## config.mk

```make
export PLATFORM = sky130hd
export DESIGN_NAME = kamacore_hazard_controller
export DESIGN_NICKNAME = d
export VERILOG_FILES = /design/src/rtl/kamacore_hazard_controller.sv
export SDC_FILE = /design/constraint.sdc
export NUM_CORES = 1
export LEC_CHECK = 0
export ABC_AREA = 1
export ABC_CLOCK_PERIOD_IN_PS = 1600
export CORE_MARGIN = 5
export CORE_UTILIZATION = 49
export CTS_BUF_LIST = sky130_fd_sc_hd__clkbuf_4 sky130_fd_sc_hd__clkbuf_8 sky130_fd_sc_hd__clkbuf_16
export DETAILED_ROUTE_END_ITERATION = 10
export PLACE_DENSITY = 0.78
export SLEW_MARGIN = 20
export SYNTH_ARGS = -nofsm -noshare
export SYNTH_HDL_FRONTEND = slang
export SYNTH_SLANG_ARGS = --single-unit
```

## constraint.sdc

```tcl
create_clock -name clk -period 1.6 [get_ports clk]
set_input_delay 0.32 -clock clk [delete_from_list [all_inputs] [get_ports clk]]
set_output_delay 0.32 -clock clk [all_outputs]
set_load 0.01 [all_outputs]
```

## src/rtl/kamacore_hazard_controller.sv

```systemverilog
// kamacore_hazard_controller: stall/flush controller for the five-stage kamacore
// pipeline. Resolves data-memory waits, taken branches, load-use dependencies
// and fetch waits with a fixed priority. It also keeps a sticky data-memory
// timeout flag and a saturating count of IF stall cycles for debug.
module kamacore_hazard_controller #(
   parameter int unsigned REG_ADDR_WIDTH = 5,
   parameter int unsigned TIMEOUT_CYCLES = 255,
   parameter int unsigned WAIT_CNT_WIDTH = 8,
   parameter int unsigned CNT_WIDTH      = 16
) (
   input  logic                      clk,
   input  logic                      rst,
   input  logic [REG_ADDR_WIDTH-1:0] id_rs1,
   input  logic [REG_ADDR_WIDTH-1:0] id_rs2,
   input  logic                      id_use_rs1,
   input  logic                      id_use_rs2,
   input  logic [REG_ADDR_WIDTH-1:0] ex_rd,
   input  logic                      ex_control_memory_read,
   input  logic                      ex_branch_taken,
   input  logic                      mem_access,
   input  logic                      dmem_ready,
   input  logic                      imem_ready,
   output logic                      hold_if,
   output logic                      hold_id,
   output logic                      hold_ex,
   output logic                      hold_mem,
   output logic                      flush_id,
   output logic                      flush_ex,
   output logic                      mem_timeout,
   output logic [CNT_WIDTH-1:0]      stall_count
);

   typedef enum logic {
      RUN      = 1'b0,
      MEM_WAIT = 1'b1
   } state_t;

   state_t                    state_q, state_d;
   logic [WAIT_CNT_WIDTH-1:0] wait_cnt_q, wait_cnt_d;
   logic                      timeout_q, timeout_d;
   logic [CNT_WIDTH-1:0]      stall_cnt_q, stall_cnt_d;

   logic        mem_wait;
   logic        rs1_hit;
   logic        rs2_hit;
   logic        load_use;
   logic [31:0] wait_elapsed;

   assign mem_wait = mem_access & ~dmem_ready;
   assign rs1_hit  = id_use_rs1 & (id_rs1 == ex_rd);
   assign rs2_hit  = id_use_rs2 & (id_rs2 == ex_rd);
   // x0 is hardwired to zero, so a load targeting it never creates a dependency
   assign load_use = ex_control_memory_read & (ex_rd != '0) & (rs1_hit | rs2_hit);

   // Hazard priority: memory wait, branch, load-use, fetch wait
   always_comb begin
      hold_if  = 1'b0;
      hold_id  = 1'b0;
      hold_ex  = 1'b0;
      hold_mem = 1'b0;
      flush_id = 1'b0;
      flush_ex = 1'b0;
      if (mem_wait) begin
         hold_if  = 1'b1;
         hold_id  = 1'b1;
         hold_ex  = 1'b1;
         hold_mem = 1'b1;
      end else if (ex_branch_taken) begin
         flush_id = 1'b1;
         flush_ex = 1'b1;
      end else if (load_use) begin
         hold_if  = 1'b1;
         hold_id  = 1'b1;
         flush_ex = 1'b1;
      end else if (!imem_ready) begin
         hold_if  = 1'b1;
         flush_id = 1'b1;
      end
   end

   // wait_cnt is cleared on entry to MEM_WAIT, so the number of consecutive
   // wait cycles including the current one is 1 in RUN and wait_cnt+2 in MEM_WAIT
   always_comb begin
      if (state_q == MEM_WAIT) begin
         wait_elapsed = 32'(wait_cnt_q) + 32'd2;
      end else begin
         wait_elapsed = 32'd1;
      end
   end

   // Memory-wait FSM next state, wait counter and sticky timeout
   always_comb begin
      state_d    = state_q;
      wait_cnt_d = wait_cnt_q;
      timeout_d  = timeout_q;
      case (state_q)
         RUN: begin
            if (mem_wait) begin
               state_d    = MEM_WAIT;
               wait_cnt_d = '0;
            end
         end
         MEM_WAIT: begin
            if (dmem_ready || !mem_access) begin
               state_d = RUN;
            end else if (wait_cnt_q != '1) begin
               wait_cnt_d = wait_cnt_q + 1'b1;
            end
         end
         default: begin
            state_d    = RUN;
            wait_cnt_d = '0;
         end
      endcase
      if (mem_wait && (wait_elapsed >= TIMEOUT_CYCLES)) begin
         timeout_d = 1'b1;
      end
   end

   // Saturating count of cycles where the front end is held
   always_comb begin
      stall_cnt_d = stall_cnt_q;
      if (hold_if && (stall_cnt_q != '1)) begin
         stall_cnt_d = stall_cnt_q + 1'b1;
      end
   end

   // State registers with asynchronous reset
   always_ff @(posedge clk or posedge rst) begin
      if (rst) begin
         state_q     <= RUN;
         wait_cnt_q  <= '0;
         timeout_q   <= 1'b0;
         stall_cnt_q <= '0;
      end else begin
         state_q     <= state_d;
         wait_cnt_q  <= wait_cnt_d;
         timeout_q   <= timeout_d;
         stall_cnt_q <= stall_cnt_d;
      end
   end

   assign mem_timeout = timeout_q;
   assign stall_count = stall_cnt_q;

endmodule

```

==> metrics.yaml, run 1 <==
outcome:
  run_status: "finished clean"
logic_synthesis:
  synthAdderAreaFrac_pct: 2.05
  yosys_register_bits: 26
  synth_edf_count: 0
  async_flop_share_pct: 100
  syn_inst: 271
  ys.flop_type: "dfrtp_1"
  yosys_warnings: 0
  synth_top_family_by_area: "simple AND/OR/NAND/NOR gates"
  syn_area_sq_um: 1830
  yosys.area_share.simple_pct: 41.5
  yosysTopAreaCell: "dfrtp_1"
  synth_area_leaders: "dfrtp_1 36%, nand2_1 19%, nand3_1 7.7%, inv_1 7.0%, nor2_1 4.7%"
  syn_nets: 298
  synthXorXnorAreaFrac_pct: 4.31
  seq_area_frac_synth_pct: 35.6
  ys_types: 30
  synthMuxAreaShare_pct: 0
  synth_compound_area_share_pct: 5.27
  netlist.area_leader.share_pct: 35.6
  avgSynthCellArea_sq_um: 6.75
sta:
  min_period_ps: 1590
  fin_hold_ws_ps: 332
  fin_worst_skew_ps: 12.9
  rsz0062_at_grt: "yes"
  fmax_mhz: 627
  timing.final.ws_setup_ps: 5.94
  tightest_slew_ps: 340
  hold_viol: 0
  slew_headroom_pct: 77.2
  setup_viol: 0
  fin_crit_sh_pct: 99.6
  maxSlewViolCount: 0
floorplanning:
  die_w_um: 71.1
  die_h_um: 71.1
  dieArea_sq_um: 5060
  initial_utilization_pct: 50.3
  core_sq_um: 3630
  ios: 47
  row_count: 22
cells_and_area:
  mostFrequentLayoutCell: "nand2_1"
  ff_latch_area_sq_um: 654
  drive_gt1_share_pct: 32.0
  multi_input_area_sq_um: 1130
  fin_nets: 378
  final_cell_mix: "86 x nand2_1, 32 x buf_4, 31 x inv_1, 23 x dfrtp_1, 20 x nand3_1"
  syn2layout_area_growth_pct: 50.0
  fillers: 289
setup_path:
  startpoint_type: "register"
  r2r_slack_ps: 6
  required_ps: 1770
  reg2reg_from: "stall_count[1]"
  ff2ff_path_depth: 9
  crit_type: "reg2reg"
  r2r_end: "stall_count[12]"
  critPathMaxFanout: 7
  startpoint: "stall_count[1]"
  cp-end-kind: "register"
  cp.arrival_ps: 1760
  critPathCapture: "stall_count[12]"
routing:
  detail-route-antenna-nets: 0
  drt_pass1_iterations: 4
  drc_errors: 0
  wl_per_cell_um: 12.6
  drtIter0Drc: 155
  routed_via_density: 5.05
  vias: 2015
  routed_wl_mm: 5.04
global_route:
  grt_max_degree: 27
  gr-total-overflow: 0
  grt_pass1_vias: 1890
  track_usage_pct: 19.5
  antenna_found_initial: 0
  grt_first_pass_wirelength_mm: 8.14
placed_design:
  dpl.hpwl_mm: 3.52
  gp_congestion: 0.885
  io_buffers: 46
  preCtsSetupSlack_ps: -814
cts:
  clock-sinks: 26
  clk_latency_ps: 280
  cts-root-buf: "clkbuf_8"
  tritoncts: "yes"
  cts_made_buffers: 3
  cts.path.max_buffers: 2
  htree_levels: 1
  clk_pin_slew_worst_paths_ps: 100
  holdBufCountCts: 0
min_path:
  hp-class: "in2reg"
  hold_start: "mem_access"
pwr:
  power.density_nw_per_um2: 693
  p_seq_share_pct: 41.0
  p_leak_nw: 1.41
  totalPowerFinal_mw: 1.90
  peakVddDrop_uv: 422
  p_clk_share_pct: 23.0
  power_frac_comb_pct: 36.0
  p_int_mw: 1.28
  p_switching_uw: 620
  switching_share_pct: 32.6
run:
  drv_cap: 0
-- power by group through the flow --
stage          Clock (mW)  Sequential, mW  Combinational (mW)
5_1_grt             0.464           0.793               0.752
4_1_cts             0.444           0.796               0.565
2_1_floorplan           0           0.829               0.241
3_5_place_dp            0           0.808               0.564
3_3_place_gp            0           0.800               0.548
6_report            0.437           0.780               0.685
-- through the flow --
stage | TNS, ps | util [%] | instances | instance area (sq um)
finish | 0 | 75.5 | 399 | 2740
floorplan | -5.47 | - | 271 | 1830
global placement | -13120 | 67.3 | 379 | 2440
global route | -1550 | 75.4 | 398 | 2740
CTS | 0 | 69.8 | 390 | 2540
detailed placement | -13710 | 67.3 | 379 | 2440
-- worst max-delay path, stage by stage, from the launching register on --
cell and delay [ps]:
dfrtp_1 390, ha_2 210, nand2_2 60, nor2_4 130, nand3_4 90, nor2_4 140, nand3_4 150, buf_4 180
nand3_1 70, nand2_1 50
-- Yosys cell counts (all sizes together), types with 2 or more instances --
master and count:
nand3 31, xnor2 2, o21ai 8, nand4 5, inv 41, dfrtp 26, nor3 7, a21oi 5
buf 5, ha 3, nand2 96, nor2 28, xor2 7
-- logic make-up (layout without fill, tap and decap cells) --
| kind of cell | after synthesis | count (layout) |
|---|---|---|
| xor gates and xnor gates | 9 | 9 |
| other | 0 | 1 |
| buffers and inverters | 47 | 126 |
| and+or+nand+nor | 169 | 169 |
| AOI/OAI and AO/OA | 17 | 17 |
| DFF | 26 | 26 |
| adders and majority gates | 3 | 3 |
-- sequential cells by signal (all words and copies together), names as in the netlist --
name and count:
stall_count 16, wait_cnt_q 8, state_q 1, mem_timeout 1
-- layout make-up --
cell class / instances / share of cell area [%]
Clock buffer: 4 / 2.01
Multi-Input combinational cell: 198 / 41.4
Tap cell: 48 / 2.19
Inverter: 42 / 5.93
Sequential cell: 26 / 23.8
Timing Repair Buffer: 80 / 24.6
Antenna cell: 1 / 0.0912
-- repair_timing --
item                                    4_1_cts  5_1_grt
endpoints found under the setup margin       35       34
gates resized for setup                      99       57
buffers inserted                              7        8
pin swaps                                    23       35
-- per-layer routing --
metal	share of wire (%)	global-route usage, %	vias up
li1	-	-	1013
met1	41	24.9	936
met2	52	34.3	54
met3	5.0	1.99	12
met4	1.9	6.47	0
met5	0	0	-
-- how the worst min path moves through the flow --
stage	endpoint	slack, ps	cells after the start
3_5_place_dp	mem_timeout	460	2
4_1_cts	state_q	410	2
6_report	state_q	330	3
3_3_place_gp	mem_timeout	460	2
2_1_floorplan	mem_timeout	360	1
5_1_grt	state_q	340	3
Note: power is estimated with default switching activity, not from simulation.
==> inputs of run 2 (changes only) <==
Settings changed: CORE_ASPECT_RATIO set to 0.5, CORE_MARGIN 5 to 2, SETUP_SLACK_MARGIN set to 0.02.
==> metrics.yaml, run 2 (same netlist as run 1, synthesis figures left out) <==
setup_path:
  crit_top_cell: "nor2_4"
  path_cells: "ha_2, nand2_2, nor2_4, nand3_2, nor2_4, nand3_4, inv_6, nor2_1, nand3_1, nand2_1"
  crit_type: "reg2reg"
  cp_slowest_stage_delay_ps: 370
  critPathCapture: "stall_count[9]"
  startpoint_type: "register"
  cp.arrival_ps: 1810
  critPathMaxFanout: 8
  cpMaxStageDelayCell: "dfrtp_1"
  ff2ff_path_depth: 10
  r2r_end: "stall_count[9]"
  cp-end-kind: "register"
  reg2reg_from: "stall_count[1]"
  r2r_slack_ps: -40
  startpoint: "stall_count[1]"
  required_ps: 1770
floorplanning:
  row_count: 15
  die_h_um: 47.2
  initial_utilization_pct: 52.1
  core_sq_um: 3510
  die_w_um: 90.4
  dieArea_sq_um: 4270
  ios: 47
routing:
  drt_pass1_iterations: 4
  routed_wl_mm: 5.20
  vias: 2058
  wl_per_cell_um: 13.0
  routed_via_density: 5.15
  drtIter0Drc: 63
  drc_errors: 0
  detail-route-antenna-nets: 0
global_route:
  gr-total-overflow: 0
  antenna_found_initial: 0
  grt_first_pass_wirelength_mm: 7.33
  grt_pass1_vias: 1806
  track_usage_pct: 21.7
  grt_max_degree: 27
placed_design:
  dpl.hpwl_mm: 3.48
  gp_congestion: 0.909
  dp.cells: 387
  io_buffers: 46
min_path:
  hp-class: "in2async"
sta:
  maxSlewViolCount: 0
  slew_headroom_pct: 77.5
  hold_viol: 0
  setup_viol: 1
  tns_ps: -35.4
  fmax_mhz: 611
  min_period_ps: 1640
  fin_worst_skew_ps: 8.96
  fin_crit_sh_pct: 102
  tightest_slew_ps: 335
  rsz0062_at_grt: "yes"
  timing.final.ws_setup_ps: -35.4
cells_and_area:
  ff_latch_area_sq_um: 654
  fin_nets: 378
  multi_input_area_sq_um: 1130
  diodes: 0
  final_cell_mix: "83 x nand2_1, 29 x buf_4, 27 x inv_1, 23 x dfrtp_1, 18 x nor2_1"
  mostFrequentLayoutCell: "nand2_1"
  largest_reg_flops: 16
  fillers: 237
  syn2layout_area_growth_pct: 48.7
  drive_gt1_share_pct: 34.4
  final_cells: 400
cts:
  tritoncts: "yes"
  clk_pin_slew_worst_paths_ps: 90
  clock-sinks: 26
  cts.path.max_buffers: 2
  cts_made_buffers: 3
  htree_levels: 1
  holdBufCountCts: 0
  cts-root-buf: "clkbuf_8"
  clk_latency_ps: 270
pwr:
  totalPowerFinal_mw: 1.87
  p_seq_share_pct: 40.8
  p_clk_share_pct: 20.0
  p_switching_uw: 635
  p_leak_nw: 1.40
  power_frac_comb_pct: 39.2
  switching_share_pct: 34.0
  power.density_nw_per_um2: 687
  peakVddDrop_uv: 378
  p_int_mw: 1.23
run:
  drv_cap: 0
outcome:
  violations: "negative setup slack"
  run_status: "finished with violations"
==> run 2: how the worst min path moves through the flow <==
| stage | endpoint | slack [ps] | from | cells after the start |
|---|---|---|---|---|
| 6_report | wait_cnt_q[2] | 400 | rst | 3 |
| 2_1_floorplan | mem_timeout | 360 | rst | 1 |
| 3_3_place_gp | mem_timeout | 460 | mem_timeout | 2 |
| 3_5_place_dp | mem_timeout | 450 | mem_timeout | 2 |
| 5_1_grt | state_q | 420 | dmem_ready | 2 |
| 4_1_cts | state_q | 400 | dmem_ready | 2 |
==> run 2: metal layers <==
metal / GRT usage (%) / part of all wire [%]
met1: 25.1 / 41
met5: 0 / 0
met3: 5.14 / 7.6
met4: 7.38 / 1.9
met2: 42.4 / 49
==> run 2: layout make-up <==
cell class	instances	area share [%]
Clock buffer	3	1.52
Inverter	42	6.07
Multi-Input combinational cell	198	41.7
Sequential cell	26	24.1
Tap cell	51	2.35
Timing Repair Buffer	80	24.3
==> run 2: what timing repair did <==
item                       in CTS  in global routing
setup buffers                   2                  8
gates cloned                    0                  0
pin swaps                      23                 34
setup endpoints to repair      36                 29
resized for setup             110                 59
==> run 2: power groups by stage <==
stage	clock network, mW	registers, mW	logic (mW)
finish	0.374	0.762	0.733
global route	0.400	0.771	0.791
CTS	0.385	0.782	0.580
detailed placement	0	0.797	0.598
global placement	0	0.791	0.577
floorplan	0	0.829	0.241
==> run 2: stage by stage <==
step	area, sq um	utilization (%)	hold slack, ps	setup WS (ps)
CTS	2500	71.2	399	3.65
detailed placement	2480	70.8	454	-829
global route	2720	77.5	421	-110
floorplan	1830	-	360	-0.962
finish	2720	77.5	399	-35.4
global placement	2480	70.8	459	-792
==> run 2: critical path, delay by kind of cell (launching register included) <==
kind / cells / cell delay [ps]
adders and majority gates: 1 / 190
and+or+nand+nor: 8 / 830
buffers and inverters: 1 / 140
DFF: 1 / 370
==> inputs of run 3 (changes only) <==
Settings changed: CORE_UTILIZATION 49 to 61, DONT_BUFFER_PORTS set to 1, HOLD_SLACK_MARGIN set to 0.02, PLACE_DENSITY 0.78 to 0.75.
==> metrics.yaml, run 3 (same netlist as run 1, synthesis figures left out) <==
sta:
  hold_viol: 0
  min_period_ps: 1600
  setup_viol: 1
  maxSlewViolCount: 0
  tightest_slew_ps: 343
  fmax_mhz: 624
  timing.final.ws_setup_ps: -3.24
  fin_crit_sh_pct: 100
  slew_headroom_pct: 77.2
  fin_hold_ws_ps: 101
  rsz0062_at_grt: "yes"
  fin_worst_skew_ps: 11.0
cells_and_area:
  final_cell_mix: "91 x nand2_1, 34 x inv_1, 31 x buf_4, 27 x nand3_1, 26 x dfrtp_1"
  fin_nets: 331
  largest_reg_flops: 16
  diodes: 0
  syn2layout_area_growth_pct: 20.4
  mostFrequentLayoutCell: "nand2_1"
  drive_gt1_share_pct: 22.1
routing:
  drt_pass1_iterations: 6
  drtIter0Drc: 144
  routed_wl_mm: 4.41
  drc_errors: 0
  routed_via_density: 5.46
  wl_per_cell_um: 13.0
  detail-route-antenna-nets: 0
  vias: 1858
placed_design:
  io_buffers: 0
  dpl.hpwl_mm: 3.07
  gp_congestion: 0.880
cts:
  cts-root-buf: "clkbuf_8"
  htree_levels: 1
  clk_latency_ps: 280
  tritoncts: "yes"
  clock-sinks: 26
  cts.path.max_buffers: 2
  cts_made_buffers: 3
  clk_pin_slew_worst_paths_ps: 100
min_path:
  holdPathStages: 1
  hold_start: "dmem_ready"
  hp-class: "in2reg"
  whs_endpoint: "state_q"
pwr:
  p_seq_share_pct: 45.9
  p_int_mw: 1.15
  switching_share_pct: 32.2
  p_clk_share_pct: 26.0
  totalPowerFinal_mw: 1.70
  p_leak_nw: 1.14
  power_frac_comb_pct: 28.1
  peakVddDrop_uv: 799
  p_switching_uw: 546
  power.density_nw_per_um2: 770
setup_path:
  ff2ff_path_depth: 11
  startpoint_type: "register"
  cp_slowest_stage_delay_ps: 360
  cp-end-kind: "register"
  cpMaxStageDelayCell: "dfrtp_1"
  cp.arrival_ps: 1790
  crit_top_cell: "nand2_1"
  r2r_slack_ps: -3
  reg2reg_from: "stall_count[0]"
  crit_type: "reg2reg"
  critPathMaxFanout: 4
  required_ps: 1780
  path_cells: "buf_4, nand3_1, nor2_1, nand2_2, nor2_4, buf_4, nand2_1, nor2_2, nand2_1, nand2_1, nand2_1"
  r2r_end: "stall_count[9]"
floorplanning:
  ios: 47
  initial_utilization_pct: 67.3
  core_sq_um: 2720
  die_w_um: 81.4
  dieArea_sq_um: 3480
  die_h_um: 42.7
  row_count: 13
global_route:
  antenna_found_initial: 0
  gr-total-overflow: 0
  grt_first_pass_wirelength_mm: 6.76
  grt_pass1_vias: 1599
  grt_max_degree: 27
  track_usage_pct: 25.0
outcome:
  violations: "negative setup slack"
  run_status: "finished with violations"
run:
  drv_cap: 0
## run 3: repair_timing
item	CTS	global route
setup buffers	0	11
hold buffers	1	0
setup endpoints to repair	0	21
gates resized for setup	0	17
endpoints found under the hold margin	26	0
## run 3: worst max path at each step
stage                   start  slack [ps]  cells past startpoint               to
2_1_floorplan  stall_count[0]          -1                      9  stall_count[13]
3_3_place_gp   stall_count[0]          90                     10  stall_count[15]
3_5_place_dp   stall_count[0]          60                     10  stall_count[15]
4_1_cts        stall_count[0]          40                     10  stall_count[15]
5_1_grt        stall_count[0]        -150                     10  stall_count[14]
6_report       stall_count[0]          -3                     11   stall_count[9]
## run 3: cell type report
type	count	area, sq um
tap	37	46.3
multi-input combinational	198	1020
fill	191	514
timing repair buffer	33	263
clock buffer	4	55.1
sequential	26	651
inverter	42	163
## run 3: through the flow
step | TNS, ps | setup WS, ps | util, % | instance area [sq um] | std cells
detailed placement | 0 | 56.5 | 73.5 | 2000 | 324
finish | -3.24 | -3.24 | 81.1 | 2200 | 340
floorplan | -5.47 | -0.962 | - | 1830 | 271
global placement | 0 | 92.3 | 73.5 | 2000 | 324
global route | -1780 | -148 | 81.1 | 2200 | 340
CTS | 0 | 43.0 | 75.9 | 2060 | 329
## run 3: layer usage
layer	track usage (%)	share of wire, %	wire (um)
met2	42.6	49	2150
met4	6.10	0.72	32
met1	31.6	43	1920
met5	0	0	0
met3	7.02	7.1	315
## run 3: power groups by stage
stage | Sequential (mW) | Clock (mW) | Combinational [mW]
2_1_floorplan | 0.829 | 0 | 0.241
3_3_place_gp | 0.786 | 0 | 0.425
3_5_place_dp | 0.788 | 0 | 0.435
4_1_cts | 0.775 | 0.447 | 0.438
5_1_grt | 0.789 | 0.470 | 0.536
6_report | 0.779 | 0.442 | 0.476
## run 3: worst max-delay path, delay by kind of cell (launching register included)
family / cells / cell delay, ps
buffers and inverters: 2 / 260
AND/OR/NAND/NOR: 9 / 880
flip-flops: 1 / 360
